--- config.mk ---
export PLATFORM = sky130hd
export DESIGN_NAME = job_seq
export DESIGN_NICKNAME = d
export VERILOG_FILES = /design/src/rtl/job_seq.sv
export SDC_FILE = /design/constraint.sdc
export NUM_CORES = 1
export LEC_CHECK = 0
export ABC_AREA = 1
export CAP_MARGIN = 30
export CORE_ASPECT_RATIO = 0.6
export CORE_MARGIN = 2
export CORE_UTILIZATION = 45
export CTS_CLUSTER_SIZE = 40
export DETAILED_ROUTE_END_ITERATION = 7
export PLACE_DENSITY_LB_ADDON = 0.3
export RECOVER_POWER = 25
export SYNTH_ARGS = -nofsm -noshare
export SYNTH_HDL_FRONTEND = slang
export SYNTH_SLANG_ARGS = --single-unit
--- constraint.sdc ---
create_clock -name clk -period 4.6 [get_ports clk]
set_input_delay 0.92 -clock clk [delete_from_list [all_inputs] [get_ports clk]]
set_output_delay 0.92 -clock clk [all_outputs]
set_load 0.02 [all_outputs]
--- src/rtl/job_seq.sv ---
// job_seq: sequences one HPU job (item-memory fill, then block compute/stream) and
// drives the datapath control lines. Optional watchdog is built when SEQ_WDT_EN is defined.
`default_nettype none

module job_seq #(
  parameter int ADDR_W     = 20,
  parameter int ITEM_W     = 16,
  parameter int BLK_W      = 16,
  parameter int WDT_CYCLES = 65535
) (
  input  logic              clk,
  input  logic              rst,
  input  logic              start,
  input  logic              abort,
  input  logic              skip_matw,
  input  logic [ITEM_W-1:0] cfg_item_num,
  input  logic [ADDR_W-1:0] cfg_ngram,
  input  logic [ADDR_W-1:0] cfg_addr_i,
  input  logic [BLK_W-1:0]  cfg_blocks,
  input  logic              s_fin,
  input  logic              dst_last_hs,
  output logic              matw,
  output logic [ITEM_W-1:0] mat_a,
  output logic              run,
  output logic              last,
  output logic [ADDR_W-1:0] addr_i,
  output logic [ADDR_W-1:0] addr_j,
  output logic              busy,
  output logic              done,
  output logic [1:0]        status,
  output logic [BLK_W-1:0]  blk_cnt
);

  typedef enum logic [2:0] {
    S_IDLE,
    S_MATW,
    S_ARM,
    S_RUN,
    S_DRAIN,
    S_DONE
  } state_t;

  localparam logic [1:0] ST_NONE    = 2'b00;
  localparam logic [1:0] ST_OK      = 2'b01;
  localparam logic [1:0] ST_ABORT   = 2'b10;
  localparam logic [1:0] ST_TIMEOUT = 2'b11;

  if (WDT_CYCLES < 2) begin : g_bad_wdt
    $error("job_seq: WDT_CYCLES must be at least 2");
  end

  state_t            state, state_nxt;
  logic [ITEM_W-1:0] item_num_q;
  logic [BLK_W-1:0]  blocks_q;
  logic              accept_start;
  logic              end_ok;
  logic              end_abort;
  logic              end_wdt;
  logic              blk_inc;
  logic              wdt_fire;
  logic              final_blk;

  assign final_blk = (blk_cnt == blocks_q);

`ifdef SEQ_WDT_EN
  localparam int              WDT_W    = $clog2(WDT_CYCLES + 1);
  localparam logic [WDT_W-1:0] WDT_LAST = WDT_W'(WDT_CYCLES - 1);

  logic [WDT_W-1:0] wdt_cnt;
  logic             wdt_active;
  logic             wdt_kick;

  assign wdt_active = (state == S_RUN) || (state == S_DRAIN);
  assign wdt_kick   = s_fin || dst_last_hs;

  always_ff @(posedge clk or posedge rst) begin
    if (rst) begin
      wdt_cnt <= '0;
    end else if (state == S_ARM || (wdt_active && wdt_kick)) begin
      wdt_cnt <= '0;
    end else if (wdt_active) begin
      wdt_cnt <= wdt_cnt + WDT_W'(1);
    end
  end

  // Fires on the cycle that would bring the count to WDT_CYCLES, so the job
  // ends after exactly WDT_CYCLES quiet RUN/DRAIN cycles.
  assign wdt_fire = wdt_active && !wdt_kick && (wdt_cnt == WDT_LAST);
`else
  assign wdt_fire = 1'b0;
`endif

  always_ff @(posedge clk or posedge rst) begin
    // NOTE: sequential state uses non-blocking assignments so every flop
    // samples the pre-edge values, independent of statement order.
    if (rst) state <= S_IDLE;
    else     state <= state_nxt;
  end

  always_comb begin
    // NOTE: every output of this block gets a default first; a path that
    // leaves one unassigned would infer a latch.
    state_nxt    = state;
    accept_start = 1'b0;
    end_ok       = 1'b0;
    end_abort    = 1'b0;
    end_wdt      = 1'b0;
    blk_inc      = 1'b0;

    case (state)
      S_IDLE: begin
        if (start) begin
          accept_start = 1'b1;
          state_nxt    = skip_matw ? S_ARM : S_MATW;
        end
      end
      S_MATW: begin
        if (abort) begin
          end_abort = 1'b1;
          state_nxt = S_IDLE;
        end else if (mat_a == item_num_q) begin
          state_nxt = S_ARM;
        end
      end
      S_ARM: begin
        if (abort) begin
          end_abort = 1'b1;
          state_nxt = S_IDLE;
        end else begin
          state_nxt = S_RUN;
        end
      end
      S_RUN: begin
        if (abort) begin
          end_abort = 1'b1;
          state_nxt = S_IDLE;
        end else if (s_fin) begin
          blk_inc = 1'b1;
          if (final_blk) state_nxt = S_DRAIN;
        end else if (wdt_fire) begin
          end_wdt   = 1'b1;
          state_nxt = S_IDLE;
        end
      end
      S_DRAIN: begin
        if (abort) begin
          end_abort = 1'b1;
          state_nxt = S_IDLE;
        end else if (dst_last_hs) begin
          end_ok    = 1'b1;
          state_nxt = S_DONE;
        end else if (wdt_fire) begin
          end_wdt   = 1'b1;
          state_nxt = S_IDLE;
        end
      end
      S_DONE:  state_nxt = S_IDLE;
      default: state_nxt = S_IDLE;
    endcase
  end

  // Job configuration and result registers; they only change on an accepted
  // start or at job end, so they hold between jobs.
  always_ff @(posedge clk or posedge rst) begin
    if (rst) begin
      item_num_q <= '0;
      blocks_q   <= '0;
      addr_i     <= '0;
      addr_j     <= '0;
      blk_cnt    <= '0;
      status     <= ST_NONE;
      done       <= 1'b0;
    end else begin
      if (accept_start) begin
        item_num_q <= cfg_item_num;
        blocks_q   <= cfg_blocks;
        addr_i     <= cfg_addr_i;
        addr_j     <= cfg_ngram;
      end

      if (accept_start)  blk_cnt <= '0;
      else if (blk_inc)  blk_cnt <= blk_cnt + BLK_W'(1);

      if (accept_start)   status <= ST_NONE;
      else if (end_ok)    status <= ST_OK;
      else if (end_abort) status <= ST_ABORT;
      else if (end_wdt)   status <= ST_TIMEOUT;

      // Registered so the pulse lands in DONE for a normal end, and in the
      // first IDLE cycle for abort/timeout.
      done <= end_ok || end_abort || end_wdt;
    end
  end

  always_ff @(posedge clk or posedge rst) begin
    if (rst) begin
      mat_a <= '0;
    end else if (state == S_MATW && state_nxt == S_MATW) begin
      mat_a <= mat_a + ITEM_W'(1);
    end else begin
      mat_a <= '0;
    end
  end

  assign matw = (state == S_MATW);
  assign run  = (state == S_RUN) || (state == S_DRAIN);
  assign last = (state == S_DRAIN) || ((state == S_RUN) && final_blk);
  assign busy = (state != S_IDLE);

endmodule

`default_nettype wire
== Yosys cells after proc, flatten, opt, wreduce, memory -nomap -nowiden ==
Index checks and enable logic that the tools add are counted.

* Bits in registers: 110
* Input port bits: 79
* Output and inout port bits: 79
* Word-level logic and storage cells: 55

* Add/sub/neg operators: 2
* Eq/ne operators: 7
* Muxes and demuxes: 27
* Reduce and logical (&&, ||, !) cells: 10

{| class="wikitable"
|+ Operator list
! operator !! count
|-
| 2-to-1 mux 16 bit || 3
|-
| adder 16 x 1 -> 16 bit, second input constant || 2
|-
| == test 16 bit || 2
|-
| 2-to-1 mux 3 bit || 8
|-
| case mux 3 bit (5 select lines) || 1
|-
| 2-to-1 mux 1 bit || 10
|-
| 2-to-1 mux 2 bit || 5
|-
| == test 3 x 1 -> 1 bit, second input constant || 2
|-
| == test 3 x 2 -> 1 bit, second input constant || 2
|-
| nonzero test 3 bit || 2
|-
| OR reduction 4 bit || 1
|-
| == test 3 bit, second input constant || 1
|-
| logical NOT 3 bit || 1
|-
| logical OR 1 bit || 3
|-
| logical AND 1 bit || 2
|-
| nonzero test 2 bit || 1
|}

== Longest topological paths before layout ==
* Depth after elaboration: 8
* Mapped depth: 11
* Depth with buffers taken out: 11

== Worst setup path after synthesis ==
No wires, ideal clock.

* Path type: reg2out
* From: register blk_cnt[3]
* To: output port last
* Arrival time: 1.262 ns
* Required time: 3.680 ns
* Setup slack: 2.418 ns
* Cell stages (with the launch flop): 9
* Path buffers: 0
* Cell sequence: dfrtp_1 -> inv_1 -> nand2_1 -> nand2_1 -> nor2_1 -> nand2_1 -> nor2_1 -> nand3_1 -> nand2_1

* Cells in the longest elaborated chain, start to end: 3

{| class="wikitable"
|+ RTL lines
! what !! RTL line !! RTL
|-
| start: declaration || 31 || <nowiki>output logic [BLK_W-1:0] blk_cnt</nowiki>
|-
| start signal: assignment || 182 || <nowiki>else if (blk_inc) blk_cnt <= blk_cnt + BLK_W'(1);</nowiki>
|-
| == test 16 bit || 63 || <nowiki>assign final_blk = (blk_cnt == blocks_q);</nowiki>
|-
| logical AND 1 bit || 207 || <nowiki>assign last = (state == S_DRAIN) || ((state == S_RUN) && final_blk);</nowiki>
|-
| logical OR 1 bit || 207 ||
|-
| end: declaration || 25 || <nowiki>output logic last,</nowiki>
|}

Every way passes these cells.

== Final worst setup path ==
* From: register blk_cnt[0]
* To: output port last

Same word-level chain as after synthesis.

==> results.txt <==
The run finished, with violations left. The final reports fail on capacitance limit, slew limit. The die width is approximately 140 µm. The total setup buffers inserted after CTS is 0.

Entering global routing, the biggest net connects 74 pins. The endpoint type of the worst setup path is a primary output. The worst hold-check slack is about 0.48 ns. After clock tree synthesis, the repair step resized 0 gates.

The power per cell area is 542 nW/µm². The total of endpoints with negative setup slack in the final report is 0. Of the synthesized area, sequential elements account for between 50% and 60%.

A synthesized cell averages about 7.8 µm². The average routed wire per standard cell came out at 14.2 µm. The cell count after placement came out at roughly 970.

The clock network accounts for between 15 and 20% of the total power. The global routing usage on met2 came out at a little under two fifths. For this run, global-route usage on met1 was measured as 31.7%.

The clock latency reported for the late side of the worst-skew pair came out at 0.35 ns. The min-delay analysis places its worst path in the category flip-flop to flip-flop. The number of inserted filler cells in the final layout came out at between 900 and 1000.

In the final layout, flip-flops and latches occupy roughly 2800 µm². The area share of the leading cell type in the synthesized netlist came out at 52.7%. In this run the power spent charging and discharging nets is 0.00153 W. The vertical die dimension is around 87 µm. Counting cells, the worst reg-to-reg path comes to 8. STA puts the critical path data arrival time at between 2 and 2.5 ns. The clock buffer count from CTS is 9.

Counting every instance in the synthesized netlist gives between 600 and 700. STA puts the critical path data required time at about 3.7 ns. The met3 demand-to-capacity share in global routing is under 10%. The number of top-level pins came out at approximately 160. The clock tree synthesis step divided the H-tree into 3 levels. VDD sags by at most roughly 360 µV.

The HPWL after detailed placement is a little over 10 mm. Using the TritonRoute via totals, the vias-per-cell ratio works out to slightly below 5. The top flip-flop cell by instance count after synthesis is sky130_fd_sc_hd__dfrtp_1.

The worst register-to-register path has a setup slack of between 2 and 2.5 ns. The number of max-capacitance violations reported is 1. The minimum clock period is 3.20 ns. The multi-input logic area is approximately 2200 µm². The full die area is ~13000 µm².

Setup total negative slack on the finished layout was measured at 0 ns. In this run, post-CTS hold repair placed 0 buffers. Setup repair after global routing left no endpoint under its margin.

The headroom to the max-slew limit is -28.5%. The first global-routing pass estimated between 20 and 25 mm of wire. In the post-synthesis netlist, the cell with the most instances is sky130_fd_sc_hd__nand2_1. The cell sitting at the root of the clock tree is a sky130_fd_sc_hd__clkbuf_16. The total power came out at 0.00392 W. The measured slew at the worst slew-check pin came out at about 1.9 ns. The total nets after synthesis came out at 747. The placeable core region came out at between 10000 and 15000 µm². The count of endpoints failing hold in the final timing report is 0. The count of buffers added on input and output ports is ~160. The net count of the finished layout came out at ~900. For this run, design rule violations remaining after detail routing come to 0.

In the post-synthesis netlist, the biggest area contributors are sky130_fd_sc_hd__dfrtp_1, sky130_fd_sc_hd__nand2_1, sky130_fd_sc_hd__xor2_1. The number of warnings printed during yosys synthesis came out at 0. The TritonCTS sink count is 110. After floorplanning, the core was divided into 30 placement rows.

The count of cells along the worst hold path is 2. The count of TritonRoute iterations in the first routing pass came out at 6. The proportion of layout cells with a drive suffix above 1 is approximately 3.9%. TritonCTS built the clock tree. The biggest fanout along the worst timing path is 8.

After the flow finishes, the layout carries non-filler instances totaling just under 1000. The highest-utilization routing layer at the global route stage is met2. Of all flip-flops after synthesis, the portion carrying an async set or reset was between 90% and 100%. The synthesized design spends more area on one cell type than any other, namely sky130_fd_sc_hd__dfrtp_1. Sequential cells burn between 30 and 40% of the power. Synthesis instantiated 29 different standard cells from the library.

The worst setup path is of the flip-flop to primary output kind. The starting utilization of the core area came out at between 40% and 50%. The number of antenna repair diodes came out at 0. After synthesis, the most frequently instantiated cells are sky130_fd_sc_hd__nand2_1, sky130_fd_sc_hd__dfrtp_1, sky130_fd_sc_hd__nor2_1. The maximum clock rate came out at ~310 MHz. After layout, the worst path uses a little over two thirds of the clock period. Counting flops with a built-in enable in the synthesized netlist gives 0.

The synthesis-to-layout area growth is 38.1%. The initial DRC count came out at 253. STA classifies the critical path startpoint as a flip-flop. The register bit total from synthesis came out at 110. The share of total power in combinational logic came out at a little over 40%. The total leakage power is approximately 3.4 nW. The routed wire length came out at 14.0 mm. After clock tree synthesis, the clock-pin slew on the worst setup and hold paths is roughly 0.080 ns. The via count of the first global-routing pass came out at approximately 4700. In this run the remaining antenna-violating nets after routing total 0. The maximum number of buffers from clock root to sink is 2. The internal power consumption came out at about 0.0024 W.

Net switching is between 30 and 40% of the power. The max-slew violation total from the final report came out at 44. The global-route usage over all layers is around a quarter. For this block, the via count after detailed routing is a little under 5000. The initial antenna violation count was 0. The worst clock skew came out at 0.00841 ns.

The netlist area before placement came out at around 5200 µm². The utilization after layout is a little under two thirds. The routability congestion estimate is between 0.8 and 0.9.

The overall overflow remaining after global route came out at 0.
power by group through the flow:
stage	sequential, W	clock [W]	combinational [W]
detailed placement	0.00154	0	0.00164
global route	0.00158	0.000832	0.00181
finish	0.00153	0.000767	0.00162
global placement	0.00152	0	0.00159
floorplan	0.00173	0	0.000735
CTS	0.00153	0.000788	0.00164
worst max-delay path: stages (launching register included):
cell and delay [ns]:
sky130_fd_sc_hd__dfrtp_1 0.51, sky130_fd_sc_hd__inv_1 0.11, sky130_fd_sc_hd__nand2_1 0.07, sky130_fd_sc_hd__nand2_1 0.05, sky130_fd_sc_hd__nor2_1 0.15, sky130_fd_sc_hd__nand2_1 0.08
sky130_fd_sc_hd__nor2_1 0.19, sky130_fd_sc_hd__nand3_1 0.09, sky130_fd_sc_hd__nand2_1 0.08, sky130_fd_sc_hd__clkdlybuf4s50_1 0.60
area by class of cell:
class / count / share of cell area, %
clock buffers: 11 / 3.36
clock inverters: 5 / 0.711
inverters: 53 / 2.77
multi-input cells: 483 / 30.1
flip-flops and latches: 110 / 38.1
well taps: 160 / 2.77
repair buffers: 161 / 22.1
stage by stage:
step	cell area (µm²)	setup slack [ns]
floorplan	5230	0.778
global placement	6940	1.77
detailed placement	6940	1.74
CTS	7230	1.39
global route	7220	1.12
finish	7220	1.40
cells by family after synthesis:
| kind of cell | Yosys count | share of synthesized area (%) |
|---|---|---|
| DFF | 110 | 52.7 |
| buffers and inverters | 73 | 5.70 |
| and+or+nand+nor | 403 | 31.1 |
| adders and majority gates | 2 | 0.479 |
| AOI/OAI and AO/OA | 46 | 4.62 |
| muxes | 1 | 0.215 |
| xor gates and xnor gates | 31 | 5.19 |
metal layers:
metal  wire (µm)  part of all wire, %  vias up
met5           0                    0        -
met2        6220                   45      170
li1            -                    -     2361
met1        6490                   46     2287
met3        1120                  8.0       13
met4         157                  1.1        0
placed cells by master, fill, tap and decap left out, drive strengths merged:
cell type,count
nand2,291
clkdlybuf4s50,155
dfrtp,110
nor2,61
inv,56
o21ai,31
xor2,28
nor3,18
nand3,17
clkbuf,12
a21oi,11
nand4,11
o21a,3
xnor2,3
buf,3
nor4,2
ha,2
dlygate4sd3,2
nand3b,1
or2,1
mux2,1
nor3b,1
a31o,1
clkinvlp,1
clkinv,1
sequential cells by signal, summed over array words and instances, names as in the netlist:
register,flops
addr_i,20
addr_j,20
blk_cnt,16
blocks_q,16
item_num_q,16
mat_a,16
state,3
status,2
done,1
path summary, 6_finish.rpt:
check,end,startpoint
min in group asynchronous,addr_j[2],rst
worst max register to register,item_num_q[8],state[1]
max in group asynchronous,addr_i[18],rst
worst max-delay path,last,blk_cnt[0]
worst min-delay path,addr_j[18],addr_j[18]
worst min register to register,addr_j[18],addr_j[18]
(Power assumes the default switching activity.)
